File: src/rtl/hsv_centroid_tracker_if.sv
// Pixel stream, threshold window and result bus of the HSV centroid tracker.
// The master drives pixels and thresholds; the slave (tracker) returns mask and centroid results.
interface hsv_centroid_tracker_if;
    logic        pixel_valid;
    logic [10:0] hcount;
    logic [9:0]  vcount;
    logic        frame_end;
    logic [7:0]  h, s, v;
    logic [7:0]  h1_min, h1_max, h2_min, h2_max;
    logic [7:0]  s_min, s_max, v_min, v_max;
    logic        enable;
    logic        mask;
    logic [10:0] centroid_x;
    logic [9:0]  centroid_y;
    logic [19:0] pixel_count;
    logic        found;
    logic        centroid_valid;
    logic        busy;
    logic        overrun;

    modport master (
        output pixel_valid, hcount, vcount, frame_end, h, s, v,
               h1_min, h1_max, h2_min, h2_max, s_min, s_max, v_min, v_max, enable,
        input  mask, centroid_x, centroid_y, pixel_count, found, centroid_valid, busy, overrun
    );

    modport slave (
        input  pixel_valid, hcount, vcount, frame_end, h, s, v,
               h1_min, h1_max, h2_min, h2_max, s_min, s_max, v_min, v_max, enable,
        output mask, centroid_x, centroid_y, pixel_count, found, centroid_valid, busy, overrun
    );
endinterface

File: src/rtl/hsv_centroid_tracker.sv
// HSV threshold mask, per-frame coordinate accumulation and a serial restoring
// divider that turns the frame totals into the masked object's centroid.
module hsv_centroid_tracker #(
    parameter int MIN_PIXELS = 16,
    parameter int DIV_W      = 32
) (
    input  logic                  clk,
    input  logic                  reset,
    hsv_centroid_tracker_if.slave bus
);
    localparam int CNT_W  = 20;
    localparam int STEP_W = $clog2(DIV_W);

    typedef enum logic [1:0] {IDLE, DIV_X, DIV_Y, DONE} state_t;

    state_t            state, state_nxt;
    logic              hue_hit, in_range;
    logic [DIV_W-1:0]  sum_x, sum_y, tot_x, tot_y;
    logic [CNT_W-1:0]  count, tot_cnt;
    logic [DIV_W-1:0]  dvd_x, dvd_y, dvd_cur, dvd_nxt;
    logic [CNT_W-1:0]  dsr, rem, rem_nxt;
    logic [STEP_W-1:0] step;
    logic              last_step, busy;
    logic              mask_r, found_r, valid_r;
    logic [10:0]       cx_r;
    logic [9:0]        cy_r;
    logic [CNT_W-1:0]  pc_r;

    // One restoring step: shift the dividend MSB into the remainder, subtract when it fits.
    function automatic logic [CNT_W+DIV_W-1:0] div_step(
        input logic [CNT_W-1:0] r,
        input logic [DIV_W-1:0] d,
        input logic [CNT_W-1:0] dv
    );
        logic [CNT_W:0] trial;
        logic           q;
        trial = {r, d[DIV_W-1]};
        q     = (trial >= {1'b0, dv});
        if (q) trial = trial - {1'b0, dv};
        return {trial[CNT_W-1:0], d[DIV_W-2:0], q};
    endfunction

    always_comb begin
        hue_hit  = ((bus.h >= bus.h1_min) && (bus.h <= bus.h1_max)) ||
                   ((bus.h >= bus.h2_min) && (bus.h <= bus.h2_max));
        in_range = bus.enable && bus.pixel_valid && hue_hit &&
                   (bus.s >= bus.s_min) && (bus.s <= bus.s_max) &&
                   (bus.v >= bus.v_min) && (bus.v <= bus.v_max);
        // Totals include the pixel of the current cycle so a frame_end pixel is counted.
        tot_x    = sum_x + (in_range ? DIV_W'(bus.hcount) : '0);
        tot_y    = sum_y + (in_range ? DIV_W'(bus.vcount) : '0);
        tot_cnt  = count + CNT_W'(in_range);
    end

    always_comb begin
        dvd_cur            = (state == DIV_Y) ? dvd_y : dvd_x;
        {rem_nxt, dvd_nxt} = div_step(rem, dvd_cur, dsr);
        last_step          = (step == STEP_W'(DIV_W - 1));
        busy               = (state == DIV_X) || (state == DIV_Y);
    end

    always_comb begin
        state_nxt = state;
        case (state)
            IDLE:    if (bus.frame_end)
                         state_nxt = (tot_cnt >= CNT_W'(MIN_PIXELS)) ? DIV_X : DONE;
            DIV_X:   if (last_step) state_nxt = DIV_Y;
            DIV_Y:   if (last_step) state_nxt = DONE;
            DONE:    state_nxt = IDLE;
            default: state_nxt = IDLE;
        endcase
    end

    always_ff @(posedge clk or negedge reset) begin
        if (!reset) begin
            state   <= IDLE;
            sum_x   <= '0;
            sum_y   <= '0;
            count   <= '0;
            dvd_x   <= '0;
            dvd_y   <= '0;
            dsr     <= '0;
            rem     <= '0;
            step    <= '0;
            mask_r  <= 1'b0;
            found_r <= 1'b0;
            valid_r <= 1'b0;
            cx_r    <= '0;
            cy_r    <= '0;
            pc_r    <= '0;
        end else begin
            state   <= state_nxt;
            mask_r  <= in_range;
            valid_r <= 1'b0;
            if (bus.frame_end) begin
                sum_x <= '0;
                sum_y <= '0;
                count <= '0;
            end else begin
                sum_x <= tot_x;
                sum_y <= tot_y;
                count <= tot_cnt;
            end
            case (state)
                IDLE: if (bus.frame_end) begin
                    dvd_x <= tot_x;
                    dvd_y <= tot_y;
                    dsr   <= tot_cnt;
                    rem   <= '0;
                    step  <= '0;
                    if (tot_cnt < CNT_W'(MIN_PIXELS)) begin
                        pc_r    <= tot_cnt;
                        found_r <= 1'b0;
                        valid_r <= 1'b1;
                    end
                end
                DIV_X, DIV_Y: begin
                    rem  <= last_step ? '0 : rem_nxt;
                    step <= last_step ? '0 : step + STEP_W'(1);
                    if (state == DIV_X) dvd_x <= dvd_nxt;
                    else                dvd_y <= dvd_nxt;
                    // Results are registered as DONE is entered so they are visible during DONE.
                    if (state == DIV_Y && last_step) begin
                        cx_r    <= dvd_x[10:0];
                        cy_r    <= dvd_nxt[9:0];
                        pc_r    <= dsr;
                        found_r <= 1'b1;
                        valid_r <= 1'b1;
                    end
                end
                default: ;
            endcase
        end
    end

    assign bus.mask           = mask_r;
    assign bus.centroid_x     = cx_r;
    assign bus.centroid_y     = cy_r;
    assign bus.pixel_count    = pc_r;
    assign bus.found          = found_r;
    assign bus.centroid_valid = valid_r;
    assign bus.busy           = busy;
    assign bus.overrun        = bus.frame_end && busy;
endmodule

File: src/flat_wrapper.sv
// flat-port wrapper written by rule: the top's interface ports become plain ports
module hsv_centroid_tracker_flat 
#(
    parameter int MIN_PIXELS = 16,
    parameter int DIV_W      = 32
)
  (clk, reset, bus_pixel_valid, bus_hcount, bus_vcount, bus_frame_end, bus_h, bus_s, bus_v, bus_h1_min, bus_h1_max, bus_h2_min, bus_h2_max, bus_s_min, bus_s_max, bus_v_min, bus_v_max, bus_enable, bus_mask, bus_centroid_x, bus_centroid_y, bus_pixel_count, bus_found, bus_centroid_valid, bus_busy, bus_overrun);
  hsv_centroid_tracker_if bus_i ();
  input  logic clk;
  input  logic reset;
  input wire logic [$bits(bus_i.pixel_valid)-1:0] bus_pixel_valid;
  input wire logic [$bits(bus_i.hcount)-1:0] bus_hcount;
  input wire logic [$bits(bus_i.vcount)-1:0] bus_vcount;
  input wire logic [$bits(bus_i.frame_end)-1:0] bus_frame_end;
  input wire logic [$bits(bus_i.h)-1:0] bus_h;
  input wire logic [$bits(bus_i.s)-1:0] bus_s;
  input wire logic [$bits(bus_i.v)-1:0] bus_v;
  input wire logic [$bits(bus_i.h1_min)-1:0] bus_h1_min;
  input wire logic [$bits(bus_i.h1_max)-1:0] bus_h1_max;
  input wire logic [$bits(bus_i.h2_min)-1:0] bus_h2_min;
  input wire logic [$bits(bus_i.h2_max)-1:0] bus_h2_max;
  input wire logic [$bits(bus_i.s_min)-1:0] bus_s_min;
  input wire logic [$bits(bus_i.s_max)-1:0] bus_s_max;
  input wire logic [$bits(bus_i.v_min)-1:0] bus_v_min;
  input wire logic [$bits(bus_i.v_max)-1:0] bus_v_max;
  input wire logic [$bits(bus_i.enable)-1:0] bus_enable;
  output wire logic [$bits(bus_i.mask)-1:0] bus_mask;
  output wire logic [$bits(bus_i.centroid_x)-1:0] bus_centroid_x;
  output wire logic [$bits(bus_i.centroid_y)-1:0] bus_centroid_y;
  output wire logic [$bits(bus_i.pixel_count)-1:0] bus_pixel_count;
  output wire logic [$bits(bus_i.found)-1:0] bus_found;
  output wire logic [$bits(bus_i.centroid_valid)-1:0] bus_centroid_valid;
  output wire logic [$bits(bus_i.busy)-1:0] bus_busy;
  output wire logic [$bits(bus_i.overrun)-1:0] bus_overrun;
  assign bus_i.pixel_valid = bus_pixel_valid;
  assign bus_i.hcount = bus_hcount;
  assign bus_i.vcount = bus_vcount;
  assign bus_i.frame_end = bus_frame_end;
  assign bus_i.h = bus_h;
  assign bus_i.s = bus_s;
  assign bus_i.v = bus_v;
  assign bus_i.h1_min = bus_h1_min;
  assign bus_i.h1_max = bus_h1_max;
  assign bus_i.h2_min = bus_h2_min;
  assign bus_i.h2_max = bus_h2_max;
  assign bus_i.s_min = bus_s_min;
  assign bus_i.s_max = bus_s_max;
  assign bus_i.v_min = bus_v_min;
  assign bus_i.v_max = bus_v_max;
  assign bus_i.enable = bus_enable;
  assign bus_mask = bus_i.mask;
  assign bus_centroid_x = bus_i.centroid_x;
  assign bus_centroid_y = bus_i.centroid_y;
  assign bus_pixel_count = bus_i.pixel_count;
  assign bus_found = bus_i.found;
  assign bus_centroid_valid = bus_i.centroid_valid;
  assign bus_busy = bus_i.busy;
  assign bus_overrun = bus_i.overrun;
  hsv_centroid_tracker #(.MIN_PIXELS(MIN_PIXELS), .DIV_W(DIV_W)) u_core (.clk(clk), .reset(reset), .bus(bus_i));
endmodule
File: config.mk
export PLATFORM = sky130hd
export DESIGN_NAME = hsv_centroid_tracker_flat
export DESIGN_NICKNAME = d
export VERILOG_FILES = /design/src/rtl/hsv_centroid_tracker_if.sv /design/src/rtl/hsv_centroid_tracker.sv /design/src/flat_wrapper.sv
export SDC_FILE = /design/constraint.sdc
export NUM_CORES = 1
export LEC_CHECK = 0
export CAP_MARGIN = 30
export CORE_UTILIZATION = 50
export CTS_BUF_LIST = sky130_fd_sc_hd__clkbuf_2
export DETAILED_ROUTE_END_ITERATION = 10
export PLACE_DENSITY_LB_ADDON = 0.12
export SYNTH_ARGS = -nofsm -noshare
export SYNTH_HDL_FRONTEND = slang
export SYNTH_SLANG_ARGS = --single-unit
File: constraint.sdc
create_clock -name clk -period 4.3 [get_ports clk]
set_clock_uncertainty 0.05 [all_clocks]
set_input_delay 0.86 -clock clk [delete_from_list [all_inputs] [get_ports clk]]
set_output_delay 0.86 -clock clk [all_outputs]
set_load 0.02 [all_outputs]
# After elaboration in Yosys (flattened, before gate mapping)
# Cells that the tools add are included.
# W data, S select, Z words.
[op_classes] shifts=0 div_mod_pow=0 n_eq_ne=11 n_reduce_logical=22 addsub=5 n_bitwise=0 n_mux=36 multipliers=0 magnitude_cmp=11
[op_table] cell="$mux W32" count=7
[op_table] cell="$mux W20" count=7
[op_table] cell="$pmux W32 S2" count=2
[op_table] cell="$pmux W20 S2" count=2
[op_table] cell="$add A32 B32 Y32" count=2
[op_table] cell="$ge A8 B8 Y1" count=4
[op_table] cell="$le A8 B8 Y1" count=4
[op_table] cell="$ge A21 B20 Y1" count=1
[op_table] cell="$add A20 B1 Y20" count=1
[op_table] cell="$ge A20 B5 Y1 const B" count=1
[op_table] cell="$lt A20 B5 Y1 const B" count=1
[op_table] cell="$sub A20 B20 Y20" count=1
[op_table] cell="$mux W11" count=1
[op_table] cell="$logic_and A1 B1 Y1" count=10
[op_table] cell="$mux W10" count=1
[op_table] cell="$mux W5" count=2
[op_table] cell="$ne A2 B1 Y1 const B" count=5
[op_table] cell="$pmux W5 S2" count=1
[op_table] cell="$reduce_and A3 Y1" count=3
[op_table] cell="$mux W2" count=4
[op_table] cell="$pmux W2 S4" count=1
[op_table] cell="$mux W1" count=6
[op_table] cell="$reduce_and A2 Y1" count=3
[op_table] cell="$add A5 B1 Y5 const B" count=1
[op_table] cell="10 further kinds" count=14
[totals] wordCells=100 romBits=0 ramBits=0 inputBits=114 mem_count=0 latch_bits=0 out_inout_bits=46 reg_bits=239

# Longest topological paths before layout
[logic_depth] ltp_word=13 depth_mapped=22 depth_no_buf=20

# Worst setup path after synthesis
# No wires, ideal clock.
[synth_path] kind="input to register" from="input port bus_h[0]" to="register u_core.dvd_y[24]" setup_time_ns=0.142 t_arrival_ns=5.214 required_ns=4.108 path_slack_ns=-1.106 n_path_buf=1 path_stages=21 cell_sequence="inv_1 ha_1 nand2b_1 a21o_1 a21o_1 a21o_1 a21o_1 a2111oi_0 o32a_1 buf_1 nor3b_1 ha_1 fa_1 a21o_1 a21oi_1 o21bai_1 a2111oi_1 o311ai_2 nand4_1 xor2_1 o221ai_1"
[synth_via] elab_chain_cells=12 elab_cells_between_ends=16 cone_classes="1 x add/sub; 4 x order compare; 3 x mux; 8 x reduce/logical"
[synth_rtl] element="start, declared" line="flat_wrapper.sv:15" rtl="input wire logic [$bits(bus_i.h)-1:0] bus_h;"
[synth_rtl] element="$ge A8 B8 Y1 (tied with other cells)" line="hsv_centroid_tracker.sv:44" rtl="hue_hit = ((bus.h >= bus.h1_min) && (bus.h <= bus.h1_max)) ||"
[synth_rtl] element="$logic_and A1 B1 Y1, on equally long branches" line="hsv_centroid_tracker.sv:44, hsv_centroid_tracker.sv:45"
[synth_rtl] element="$logic_or A1 B1 Y1 (*)" line="hsv_centroid_tracker.sv:44"
[synth_rtl] element="$logic_and A1 B1 Y1 (*) (2 in a row)" line="hsv_centroid_tracker.sv:46" rtl="in_range = bus.enable && bus.pixel_valid && hue_hit &&"
[synth_rtl] element="$logic_and A1 B1 Y1 (*) (2 in a row)" line="hsv_centroid_tracker.sv:47" rtl="(bus.s >= bus.s_min) && (bus.s <= bus.s_max) &&"
[synth_rtl] element="$logic_and A1 B1 Y1 (*)" line="hsv_centroid_tracker.sv:48" rtl="(bus.v >= bus.v_min) && (bus.v <= bus.v_max);"
[synth_rtl] element="$mux W10 (*)" line="hsv_centroid_tracker.sv:51" rtl="tot_y = sum_y + (in_range ? DIV_W'(bus.vcount) : '0);"
[synth_rtl] element="$add A32 B32 Y32 (*)" line="hsv_centroid_tracker.sv:51"
[synth_rtl] element="$mux W32 (*)" line="hsv_centroid_tracker.sv:105" rtl="IDLE: if (bus.frame_end) begin"
[synth_rtl] element="$pmux W32 S2 (*)" line="hsv_centroid_tracker.sv:104" rtl="case (state)"
[synth_rtl] element="end signal, assigned" line="hsv_centroid_tracker.sv:107" rtl="dvd_y <= tot_y;"
[synth_rtl] element="end signal, assigned" line="hsv_centroid_tracker.sv:121" rtl="else dvd_y <= dvd_nxt;"
[synth_rtl] element="end, declared" line="hsv_centroid_tracker.sv:20" rtl="logic [DIV_W-1:0] dvd_x, dvd_y, dvd_cur, dvd_nxt;"
# Every way passes the cells marked *; elsewhere a longest branch is shown, timed or not. The select of a mux whose other input is x is not followed.
# A chain may end at the register's enable or synchronous reset.

# Worst setup path in the final report
[layout_path] from="input port bus_v_max[2]" to="register u_core.pc_r[6] (netlist: u_core.bus.pixel_count[6])"
[layout_via] elab_chain_cells=6 elab_cells_between_ends=9 cone_classes="1 x add/sub; 2 x order compare; 1 x eq/ne; 3 x mux; 2 x reduce/logical"
[layout_rtl] element="start, declared" line="flat_wrapper.sv:25" rtl="input wire logic [$bits(bus_i.v_max)-1:0] bus_v_max;"
[layout_rtl] element="$le A8 B8 Y1 (*)" line="hsv_centroid_tracker.sv:48"
[layout_rtl] element="$logic_and A1 B1 Y1 (*)" line="hsv_centroid_tracker.sv:48"
[layout_rtl] element="net u_core.in_range" line="hsv_centroid_tracker.sv:17" rtl="logic hue_hit, in_range;"
[layout_rtl] element="$add A20 B1 Y20 (*)" line="hsv_centroid_tracker.sv:52" rtl="tot_cnt = count + CNT_W'(in_range);"
[layout_rtl] element="$lt A20 B5 Y1 or $mux W20 (tied branches)" line="hsv_centroid_tracker.sv:111" rtl="if (tot_cnt < CNT_W'(MIN_PIXELS)) begin"
[layout_rtl] element="$ne A2 B1 Y1 (no line) or $mux W20 (tied branches)"
[layout_rtl] element="$reduce_and A4 Y1 (no line) or $pmux W20 S2 (tied branches)"
[layout_rtl] element="end signal, assigned" line="hsv_centroid_tracker.sv:112" rtl="pc_r <= tot_cnt;"
[layout_rtl] element="end signal, assigned" line="hsv_centroid_tracker.sv:126" rtl="pc_r <= dsr;"
[layout_rtl] element="end, declared" line="hsv_centroid_tracker.sv:27" rtl="logic [CNT_W-1:0] pc_r;"
# Mark *: on every way through the listed nets, which the timed path passes. The rest lies on a longest branch. The select of a mux whose other input is x is not followed.

==> impl_summary.log <==
[metrics] final critical-path share of the clock period: 103.2%
[metrics] final hold viol count: 0
[metrics] register bit count reported by yosys: between 200 and 250
[metrics] TritonCTS sink count: 239
[metrics] CTS Buf Count: 66
[metrics] number of vias per cell: 5.564
[metrics] layout cell share with drive strength beyond 1: between 20% and 30%
[metrics] CTS tree: built
[metrics] combined global-route utilization of all metal layers: a little over a quarter
[metrics] Synth Cell Area: about 15,000 µm²
[metrics] Distinct cells, synth: about 70
[metrics] total number of vias: roughly 13,000
[metrics] number of antenna violations at the first check in global routing: 1
[metrics] top_reg_cell synth: sky130_fd_sc_hd__dfrtp_1
[metrics] type of the tightest min-delay check: reg2reg
[metrics] buffers added on ports: ~160
[metrics] synthesized area per cell: about 9.5 µm²
[metrics] Post-DRT Antenna Nets: 0
[metrics] Slowest Stage Delay on Critical Path: between 0.5 and 0.6 ns
[metrics] Leakage: between 9 and 10 nW
[metrics] most common cell after layout, fill and taps aside: sky130_fd_sc_hd__dfrtp_1
[metrics] setup repair after global routing missed its margin: true
[metrics] net count of the mapped netlist: approximately 1,800
[metrics] yosys warns: 0
[metrics] kind of capture point of the worst setup path: flop
[metrics] capturing point of the worst reg2reg path: u_core.rem[16]$_DFFE_PN0P_
[metrics] drt initial violations: 788
[metrics] half-perimeter wire length after detailed placement: between 20,000 and 30,000 µm
[metrics] highest ir drop seen on vdd: between 300 and 400 µV
[metrics] cell types occupying the most area after synthesis: sky130_fd_sc_hd__dfrtp_1, sky130_fd_sc_hd__ha_1, sky130_fd_sc_hd__mux2i_1
[metrics] violations in the final reports: negative setup slack
[metrics] Req. time, crit path: roughly 5.0 ns
[metrics] GR Overflow Total: 0
[metrics] pin count of the biggest net entering global routing: around 110
[metrics] Clock Root Buffer: sky130_fd_sc_hd__clkbuf_2
[metrics] level count of the clock H-tree: 3
[metrics] placed cell area: 18,100 µm²
[metrics] worst-path cell with the longest stage delay: sky130_fd_sc_hd__or4_4
[metrics] first-pass GRT wire length: ~67,000 µm
[metrics] die width: 173.7 µm
[metrics] Nets: 2,133
[metrics] critical path's most frequent cell: sky130_fd_sc_hd__ha_4
[metrics] average detailed-routed wire length per instance: 17.73 µm
[metrics] max capacitance violation total: 0
[metrics] hold path startpoint: u_core.dvd_y[29]$_DFFE_PN0P_
[metrics] clock latency reported for the late side of the worst-skew pair: between 0.8 and 0.9 ns
[metrics] count of pins on the block boundary: 160
[metrics] Critical Path Stages: 22
[metrics] category of the critical setup timing path: in2reg
[metrics] fill cell instance count of the final layout: approximately 2,300
[metrics] Syn-to-layout area delta: 35.54%
[metrics] die extent in y: between 150 and 200 µm
[metrics] Final Routed Wirelength: 41,490 µm
[metrics] Layout Cell Area excl Fill: 19,980 µm²
[metrics] number of design rule violations left after detail routing: 0
[metrics] sequential fraction of the synthesis area: between 40 and 50%
[metrics] Crit path buffers/inverters: 6
[metrics] cell chain of the critical path: dlygate4sd2_1 > inv_2 > ha_4 > nand4_1 > or2_4 > a221o_1 > or4_4 > buf_6 > nor2_4 > ha_4 > ha_4 > nand4_1 > buf_4 > or2_4 > nor2_4 > xnor2_2 > nand4_2 > nor4_4 > o21ai_4 > buf_12 > buf_16 > mux2_4
[metrics] final hold slack: approximately 0.44 ns
[metrics] most used cells in the layout excluding fill and tap cells: sky130_fd_sc_hd__dfrtp_1, sky130_fd_sc_hd__buf_4, sky130_fd_sc_hd__nor2_1, sky130_fd_sc_hd__nand2_1, sky130_fd_sc_hd__clkdlybuf4s50_1
[metrics] clk slew on worst S/H paths: about 0.090 ns
[metrics] global placement routability congestion: about 0.85
[metrics] share of synthesized registers carrying an async set or reset: 100.0%
[metrics] logic depth of the worst register-to-register path: 13
[metrics] number of instances on the worst hold path: 2
[metrics] starting utilization of the core area: between 50% and 60%
[metrics] CP arrival: 5.11 ns
[metrics] Fmax achieved: approximately 0.23 GHz
[metrics] area enclosed by the die boundary: about 30,000 µm²
[metrics] Setup violations, final: 40
[metrics] final worst slack: -0.1391 ns
[metrics] run status: finished, violations left
[metrics] share of the synthesized area in the top cell type: about two fifths
[metrics] cell accounting for the most synthesized area: sky130_fd_sc_hd__dfrtp_1
[metrics] worst reg-to-reg setup slack: 0.63 ns
[metrics] crit-path max FO: 8
[metrics] worst slew slack as a fraction of its limit: between 30% and 40%
[metrics] post-layout power: a little over 10 mW
[metrics] EDFF count, synth: 0
[metrics] worst hold endpoint: u_core.dvd_y[29]$_DFFE_PN0P_
[metrics] startpoint of the worst register-to-register path: u_core.state[0]$_DFFE_PN0P_
[metrics] Power per Cell Area: 510.2 nW/µm²
[metrics] maximum clock insertion buffer count: 3
[metrics] count of TritonRoute iterations in the first routing pass: 7
[metrics] minimum period implied by the final worst setup slack: 4.439 ns
[metrics] Core ar.: 28,860 µm²
[metrics] Post-Synthesis Cells: approximately 1,600
[metrics] Core Rows: slightly above 60
[metrics] vias in the first global route: between 10,000 and 15,000
[metrics] Max Transition Viols Final: 0
[metrics] Tightest Pin Transition: around 0.97 ns
[metrics] CP startpoint kind: input pin
[metrics] kind of cell adding the most delay to the critical path: simple AND/OR/NAND/NOR gates
==> worst max path at each step <==
stage | start | to
after floorplan | bus_s[1] | u_core.bus.found$_DFFE_PN0P_
after global placement | bus_s_max[1] | u_core.dvd_y[14]$_DFFE_PN0P_
after detailed placement | bus_v[1] | u_core.dvd_y[14]$_DFFE_PN0P_
after CTS | bus_v_max[5] | u_core.bus.pixel_count[6]$_DFFE_PN0P_
after global routing | bus_s_max[1] | u_core.bus.pixel_count[1]$_DFFE_PN0P_
final | bus_v_max[2] | u_core.bus.pixel_count[6]$_DFFE_PN0P_
==> what timing repair did <==
| action | 4_1_cts | 5_1_grt |
|---|---|---|
| hold buffers | 1 | 0 |
| endpoints found under the hold margin | 4 | 0 |
| buffers inserted | 19 | 16 |
| setup endpoints to repair | 128 | 121 |
| gates cloned | 2 | 0 |
| gates resized for setup | 151 | 141 |
| pin swaps | 74 | 116 |
==> worst register-to-register path, delay by kind of cell (launching register included) <==
family | cells | cell delay (ns)
muxes | 1 | 0.34
buffers and inverters | 1 | 0.18
adders and majority gates | 3 | 0.71
and+or+nand+nor | 2 | 0.13
AOI/OAI and AO/OA | 6 | 1.70
DFF | 1 | 0.43
==> metal layers <==
metal | vias up | global-route usage, % | wire length, µm
met5 | - | 0 | 0
met4 | 0 | 10.42 | 1249
met3 | 95 | 4.189 | 1614
met2 | 344 | 46.18 | 20750
met1 | 6351 | 35.37 | 17880
li1 | 6229 | - | -
==> synthesized netlist by cell type (all sizes together) (28+ instances only) <==
library cell and instances:
a21o 37, a21oi 105, and3 28, clkbuf 49, dfrtp 239, ha 114, inv 101, mux2 54
mux2i 59, nand2 121, nand3 41, nor2 127, nor3 29, o21ai 98, xnor2 51, xor2 36
==> where the power goes <==
group / leakage [nW] / total [mW] / switching (mW) / internal, mW
clock: 0.493 / 1.80 / 1.02 / 0.776
combinational: 5.84 / 5.40 / 3.09 / 2.31
sequential: 3.16 / 3.00 / 0.300 / 2.70
total: 9.49 / 10.2 / 4.41 / 5.79
==> flip-flops by register name, summed over array words and instances (netlist names) <==
register	flops
u_core.count	20
u_core.bus.mask	1
u_core.dvd_y	32
u_core.state	2
u_core.bus.pixel_count	20
u_core.dvd_x	32
u_core.bus.centroid_x	11
u_core.sum_x	32
u_core.bus.centroid_valid	1
u_core.dsr	20
u_core.rem	20
u_core.bus.centroid_y	10
u_core.bus.found	1
u_core.sum_y	32
u_core.step	5
==> final cells by class <==
type / instances / area, µm² / share of cell area (%)
diodes: 1 / 2.502 / 0.01252
clock buffers: 94 / 470.5 / 2.354
clock inverters: 27 / 187.7 / 0.9391
inverters: 101 / 404.1 / 2.022
multi-input cells: 1140 / 9278 / 46.42
flip-flops and latches: 239 / 5981 / 29.93
well taps: 384 / 480.5 / 2.404
repair buffers: 354 / 3181 / 15.92
==> cell families after synthesis <==
group	count (synthesis)	synth area share (%)
muxes	113	8.664
DFF	239	40.56
AOI/OAI and AO/OA	356	15.14
and+or+nand+nor	467	15.72
buffers and inverters	171	4.659
adders and majority gates	117	10.08
xor gates and xnor gates	87	5.168
==> stage by stage <==
| stage | worst slack, ns | TNS (ns) | utilization (%) | cells |
|---|---|---|---|---|
| 2_1_floorplan | -0.5918 | -38.49 | - | 1550 |
| 3_3_place_gp | -1.393 | -177.49 | 62.71 | 2186 |
| 3_5_place_dp | -1.463 | -190.34 | 62.71 | 2186 |
| 4_1_cts | -0.1308 | -2.445 | 66.72 | 2328 |
| 5_1_grt | -0.2805 | -11.22 | 69.25 | 2340 |
| 6_report | -0.1391 | -3.220 | 69.25 | 2340 |
Power figures use the tool's default switching activity.
